## src/rtl/muldiv_pkg.sv

```systemverilog
// Shared encodings and constants for the HI/LO multiply/divide unit.
package muldiv_pkg;

  // Operation select encodings on the op input
  localparam logic [1:0] OP_MULTU = 2'b00;
  localparam logic [1:0] OP_MULT  = 2'b01;
  localparam logic [1:0] OP_DIVU  = 2'b10;
  localparam logic [1:0] OP_DIV   = 2'b11;

  // One shift-add / restoring step per bit of the operands
  localparam int ITER = 32;

  typedef enum logic [1:0] {
    IDLE = 2'd0,
    MUL  = 2'd1,
    DIV  = 2'd2,
    FIX  = 2'd3
  } state_t;

endpackage

```

## src/rtl/muldiv_addsub.sv

```systemverilog
// 33-bit adder/subtractor shared by the multiply and divide iteration steps.
// With sub=1 it computes x - y, and cout=1 means no borrow (x >= y).
module muldiv_addsub (
  input  logic [32:0] x,
  input  logic [32:0] y,
  input  logic        sub,
  output logic [32:0] sum,
  output logic        cout
);

  logic [32:0] y_eff;
  logic [33:0] total;

  // Conditionally invert the second operand bit by bit for subtraction
  genvar gi;
  generate
    for (gi = 0; gi < 33; gi++) begin : g_inv
      assign y_eff[gi] = y[gi] ^ sub;
    end
  endgenerate

  // Two's complement add; the +1 for subtraction enters as carry-in
  assign total = {1'b0, x} + {1'b0, y_eff} + {33'd0, sub};
  assign sum   = total[32:0];
  assign cout  = total[33];

endmodule

```

## src/rtl/hilo_muldiv_unit.sv

```systemverilog
// Iterative multiply/divide unit owning the HI/LO pair. Signed operations run
// on magnitudes and the signs are reapplied in the FIX cycle.
module hilo_muldiv_unit
  import muldiv_pkg::*;
#(
  parameter int WIDTH = 32
) (
  input  logic             clk,
  input  logic             reset,
  input  logic             start,
  input  logic [1:0]       op,
  input  logic [WIDTH-1:0] a,
  input  logic [WIDTH-1:0] b,
  input  logic             write_hi,
  input  logic             write_lo,
  input  logic [WIDTH-1:0] wdata,
  output logic             busy,
  output logic             done,
  output logic [WIDTH-1:0] hi,
  output logic [WIDTH-1:0] lo
);

  state_t             state_reg, state_next;
  logic [4:0]         cnt_reg, cnt_next;

  // Latched operation context
  logic               is_div_reg, is_div_next;
  logic               sign_q_reg, sign_q_next;   // sign of product / quotient
  logic               sign_r_reg, sign_r_next;   // sign of remainder
  logic               div_zero_reg, div_zero_next;
  logic [WIDTH-1:0]   a_orig_reg, a_orig_next;   // raw dividend for divide-by-zero HI
  logic [WIDTH-1:0]   opnd_reg, opnd_next;       // multiplicand or divisor magnitude

  // {acc_hi, acc_lo}: product accumulator, or {remainder, quotient}
  logic [WIDTH-1:0]   acc_hi_reg, acc_hi_next;
  logic [WIDTH-1:0]   acc_lo_reg, acc_lo_next;

  logic [WIDTH-1:0]   hi_reg, hi_next;
  logic [WIDTH-1:0]   lo_reg, lo_next;
  logic               done_reg, done_next;

  // Operand magnitudes for signed ops
  logic [WIDTH-1:0]   abs_a, abs_b;
  assign abs_a = (op[0] && a[WIDTH-1]) ? -a : a;
  assign abs_b = (op[0] && b[WIDTH-1]) ? -b : b;

  // Shared adder: MUL adds multiplicand into acc_hi, DIV trial-subtracts divisor
  logic [WIDTH:0]     as_x, as_y, as_sum;
  logic               as_sub, as_cout;
  logic [WIDTH:0]     rem_shift;
  logic [WIDTH:0]     mul_sum;

  assign rem_shift = {acc_hi_reg, acc_lo_reg[WIDTH-1]};
  assign as_sub    = (state_reg == DIV);
  assign as_x      = as_sub ? rem_shift : {1'b0, acc_hi_reg};
  assign as_y      = {1'b0, opnd_reg};

  muldiv_addsub u_addsub (
    .x    (as_x),
    .y    (as_y),
    .sub  (as_sub),
    .sum  (as_sum),
    .cout (as_cout)
  );

  // Add only when the current multiplier bit is set
  assign mul_sum = acc_lo_reg[0] ? as_sum : {1'b0, acc_hi_reg};

  // Sign restoration applied when the result is written
  logic [2*WIDTH-1:0] prod_mag, prod_fix;
  logic [WIDTH-1:0]   quo_fix, rem_fix;
  assign prod_mag = {acc_hi_reg, acc_lo_reg};
  assign prod_fix = sign_q_reg ? -prod_mag : prod_mag;
  assign quo_fix  = sign_q_reg ? -acc_lo_reg : acc_lo_reg;
  assign rem_fix  = sign_r_reg ? -acc_hi_reg : acc_hi_reg;

  // State and iteration counter register
  always_ff @(posedge clk) begin
    if (!reset) begin
      state_reg <= IDLE;
      cnt_reg   <= '0;
    end else begin
      state_reg <= state_next;
      cnt_reg   <= cnt_next;
    end
  end

  // Next-state logic: accept in IDLE, iterate until the counter hits zero, then FIX
  always_comb begin
    state_next = state_reg;
    cnt_next   = cnt_reg;
    case (state_reg)
      IDLE: begin
        if (start) begin
          state_next = op[1] ? DIV : MUL;
          cnt_next   = 5'(ITER - 1);
        end
      end
      MUL, DIV: begin
        if (cnt_reg == 5'd0) state_next = FIX;
        else                 cnt_next   = cnt_reg - 5'd1;
      end
      FIX:     state_next = IDLE;
      default: state_next = IDLE;
    endcase
  end

  // Datapath and output next values per state
  always_comb begin
    is_div_next   = is_div_reg;
    sign_q_next   = sign_q_reg;
    sign_r_next   = sign_r_reg;
    div_zero_next = div_zero_reg;
    a_orig_next   = a_orig_reg;
    opnd_next     = opnd_reg;
    acc_hi_next   = acc_hi_reg;
    acc_lo_next   = acc_lo_reg;
    hi_next       = hi_reg;
    lo_next       = lo_reg;
    done_next     = 1'b0;
    case (state_reg)
      IDLE: begin
        if (write_hi) hi_next = wdata;
        if (write_lo) lo_next = wdata;
        if (start) begin
          is_div_next   = op[1];
          sign_q_next   = op[0] & (a[WIDTH-1] ^ b[WIDTH-1]);
          sign_r_next   = op[0] & a[WIDTH-1];
          div_zero_next = (b == '0);
          a_orig_next   = a;
          acc_hi_next   = '0;
          acc_lo_next   = op[1] ? abs_a : abs_b;
          opnd_next     = op[1] ? abs_b : abs_a;
        end
      end
      MUL: begin
        acc_hi_next = mul_sum[WIDTH:1];
        acc_lo_next = {mul_sum[0], acc_lo_reg[WIDTH-1:1]};
      end
      DIV: begin
        if (as_cout) begin
          acc_hi_next = as_sum[WIDTH-1:0];
          acc_lo_next = {acc_lo_reg[WIDTH-2:0], 1'b1};
        end else begin
          acc_hi_next = rem_shift[WIDTH-1:0];
          acc_lo_next = {acc_lo_reg[WIDTH-2:0], 1'b0};
        end
      end
      FIX: begin
        done_next = 1'b1;
        if (is_div_reg) begin
          if (div_zero_reg) begin
            hi_next = a_orig_reg;
            lo_next = '1;
          end else begin
            hi_next = rem_fix;
            lo_next = quo_fix;
          end
        end else begin
          hi_next = prod_fix[2*WIDTH-1:WIDTH];
          lo_next = prod_fix[WIDTH-1:0];
        end
      end
      default: ;
    endcase
  end

  // Datapath and output registers
  always_ff @(posedge clk) begin
    if (!reset) begin
      is_div_reg   <= 1'b0;
      sign_q_reg   <= 1'b0;
      sign_r_reg   <= 1'b0;
      div_zero_reg <= 1'b0;
      a_orig_reg   <= '0;
      opnd_reg     <= '0;
      acc_hi_reg   <= '0;
      acc_lo_reg   <= '0;
      hi_reg       <= '0;
      lo_reg       <= '0;
      done_reg     <= 1'b0;
    end else begin
      is_div_reg   <= is_div_next;
      sign_q_reg   <= sign_q_next;
      sign_r_reg   <= sign_r_next;
      div_zero_reg <= div_zero_next;
      a_orig_reg   <= a_orig_next;
      opnd_reg     <= opnd_next;
      acc_hi_reg   <= acc_hi_next;
      acc_lo_reg   <= acc_lo_next;
      hi_reg       <= hi_next;
      lo_reg       <= lo_next;
      done_reg     <= done_next;
    end
  end

  assign busy = (state_reg != IDLE);
  assign done = done_reg;
  assign hi   = hi_reg;
  assign lo   = lo_reg;

endmodule

```

## config.mk

```make
export PLATFORM = sky130hd
export DESIGN_NAME = hilo_muldiv_unit
export DESIGN_NICKNAME = d
export VERILOG_FILES = /design/src/rtl/muldiv_pkg.sv /design/src/rtl/muldiv_addsub.sv /design/src/rtl/hilo_muldiv_unit.sv
export SDC_FILE = /design/constraint.sdc
export NUM_CORES = 1
export LEC_CHECK = 0
export ABC_AREA = 1
export CAP_MARGIN = 20
export CORE_MARGIN = 2
export CORE_UTILIZATION = 40
export CTS_BUF_LIST = sky130_fd_sc_hd__clkbuf_16
export DETAILED_ROUTE_END_ITERATION = 8
export HOLD_SLACK_MARGIN = 0.15
export REMOVE_ABC_BUFFERS = 1
export SLEW_MARGIN = 20
export SYNTH_ARGS = -nofsm -noshare
export SYNTH_HDL_FRONTEND = slang
export SYNTH_SLANG_ARGS = --single-unit
```

## constraint.sdc

```tcl
create_clock -name clk -period 6.2 [get_ports clk]
set_input_delay 1.24 -clock clk [delete_from_list [all_inputs] [get_ports clk]]
set_output_delay 1.24 -clock clk [all_outputs]
set_load 0.05 [all_outputs]
```

==> results.md <==
* Max Cap Viol at 0
* Final GP Congestion at 1.03
* Area of the die at 46,700 µm²
* Leak at about 9.2 nW
* Seq. cell area at between 4000 and 5000 µm²
* Cell variety after synth at 60
* Hold-critical path depth at 2
* # resized after CTS at 0
* Multi-input logic area at ~12,000 µm²
* Total number of yosys warnings at 0
* Outcome: complete, no violations
* GR Util All Layers at a little over a third
* Inserted Clock Buffers at 26
* Period utilization at 73.3%
* Share of the synthesized area in the top cell type at between 20% and 30%
* R2R Path Start: state_reg[0]
* Drt via density at between 5 and 6
* Post-Route WL at just under 90,000 µm
* Min cycle time layout at between 4000 and 5000 ps
* Max clock buf depth at 3
* RSZ-0062 raised after global routing: no
* CTS tree: yes
* # diodes at 0
* Worst slew pin tran at approximately 1100 ps
* PwrDens at 424 nW/µm²
* Cell Area, Synth at 18,000 µm²
* Fmax achieved at around 0.22 GHz
* Top-count cell post-synth: nand2_1
* Setup-failing EPs final at 0
* # DRC at 0
* Asr flop ratio synth at 0%
* I/O pin count at ~170
* WP data arrival at between 4000 and 5000 ps
* Share of cells above drive strength 1 at 5.16%
* Maximum fanout along the worst path at about 70
* # clock sinks at approximately 200
* Starting Density at between 40% and 50%
* CTS root buf: clkbuf_16
* Final #Nets at 3,250
* Via count at roughly 22,000
* Vias in the first global route at 20,009
* Peak supply drop at 0.253 mV
* GRT overflow at 0
* Core area at between 40,000 and 50,000 µm²
* Die Y at ~220 µm
* Final antenna-violating net count at 0
* Clk Latency, worst-skew pair at ~590 ps
* Most frequent cells after synthesis: 800 x nand2_1, 317 x a21oi_1, 279 x inv_1
* Yosys reg bits at roughly 200
* Share of the yosys chip area belonging to registers at ~23%
* Largest net degree at the start of global routing at 79
* Cells after DPL at approximately 3,700
* CTS hold repair buffers at 0
* Hold path startpoint: a_orig_reg[16]
* Layout area overhead at 14.8%
* First-pass GRT wire length at 127,000 µm
* Max Transition Viols Final at 0
* Initial antenna violation count at 0
* Post-CTS Setup Bufs at 0
* Setup TNS at 0 ps
* Hold WS at around 500 ps
* Power consumption at 0.00877 W
* Startpoint type of the worst setup path: flop
* Dominant cell type by area after synthesis: dfxtp_1
* Max transition margin at about a quarter
* Fillcell total at 4,885
* R2R Setup Slk at 1660 ps
* Top_reg_cell synth: dfxtp_1
* Worst R2R Path Depth at 17
* Crit. End Element: flop
* Clock-pin transition on the worst setup and hold timing paths at 60 ps
* Routed WL per cell at approximately 23 µm
* Post-synth EDFFs at 0
* Row count at 77
* Worst Hold Path EP: a_orig_reg[16]
* Critical path class: reg -> reg
* Layout Cells excl Fill at about 3,700
* Crit. Startpoint: state_reg[0]
* FF-to-FF End: acc_hi_reg[26]
* Clock Skew at 38.6 ps
* Cells after synthesis at around 3,000
* Drt first-iter violations at about 2,700
* Hold Crit Class: reg -> reg
* Largest cells by area after synthesis: dfxtp_1 23%, nand2_1 17%, a21oi_1 8.8%
* Final hold violations at 0
* Die width at ~220 µm
* DRT Pass-1 Iters at 6
* HPWL after DPL at about 70,000 µm
* H-tree depth at 1
* Buffers added on ports at 168
* CP required at roughly 6600 ps
* Avg Cell Area, Syn at between 5 and 6 µm²
-- cell type report --
type                    count  share of cell area [%]
multi-input cells        2377                    58.4
clock buffers              26                    3.15
well taps                 592                    3.58
clock inverters            21                   0.587
inverters                 300                    5.45
repair buffers            194                    9.07
flip-flops and latches    204                    19.8
-- where the power goes --
part | internal, W | switching, W | total (W)
Sequential | 0.00164 | 0.000369 | 0.00201
Combinational | 0.00145 | 0.00389 | 0.00534
Clock | 0.000763 | 0.000657 | 0.00142
-- per-layer routing --
metal / GRT usage (%) / vias up / routed length, µm / part of all wire, %
met2: 56.0 / 1098 / 37900 / 44
met1: 49.4 / 10097 / 37400 / 43
met5: 0 / - / 0 / 0
met3: 4.67 / 185 / 7120 / 8.2
li1: - / 10219 / - / -
met4: 14.3 / 0 / 4010 / 4.6
-- through the flow --
step	util (%)	cell area, µm²	setup WS (ps)
final	46.6	20700	1660
after global placement	44.9	19900	1590
after global routing	46.6	20700	1390
after floorplan	-	17300	634
after detailed placement	44.9	19900	1780
after CTS	46.6	20700	1730
-- critical path, cell delays in order, from the launching register on --
cell	delay, ps
dfxtp_1	340
inv_1	170
ha_4	650
buf_4	440
o21ai_0	300
ha_1	430
a21oi_1	200
o21ai_1	140
nand2_2	90
o211ai_2	100
a21oi_4	260
nand2_4	330
inv_2	460
nand2_1	90
nand3_1	100
nand2_1	60
nand2_1	70
a21oi_2	50
-- placed cells by master, fill, tap and decap left out, types with 9 or more instances in the layout --
master / count
nand2_1: 800
a21oi_1: 317
inv_1: 278
nor2_1: 265
o21ai_0: 258
nand3_1: 213
dfxtp_1: 203
clkdlybuf4s50_1: 167
xor2_1: 99
o211ai_1: 52
o21ai_1: 41
ha_1: 41
nor3_1: 37
o22ai_1: 33
a22oi_1: 32
nand4_1: 28
buf_4: 27
clkbuf_16: 26
inv_2: 20
xnor2_1: 18
nor2_2: 15
clkinv_1: 14
a21oi_2: 12
nand2_2: 10
nand3b_1: 10
nand3_2: 9
-- worst max-delay path by stage --
stage	end	slack [ps]	cells past startpoint
2_1_floorplan	acc_hi_reg[26]	630	16
3_3_place_gp	opnd_reg[17]	1590	7
3_5_place_dp	acc_hi_reg[17]	1780	17
4_1_cts	acc_hi_reg[26]	1730	17
5_1_grt	acc_hi_reg[21]	1390	17
6_report	acc_hi_reg[26]	1660	17
-- cells by family (layout without fill, tap and decap cells) --
group,Yosys count,in the layout,share of synthesized area [%]
DFF,204,204,22.7
xor gates and xnor gates,117,117,5.69
and+or+nand+nor,1430,1430,33.9
AOI/OAI and AO/OA,786,786,24.2
buffers and inverters,477,541,10.4
adders and majority gates,44,44,3.10
No activity file was read; power rests on OpenSTA's default activity.
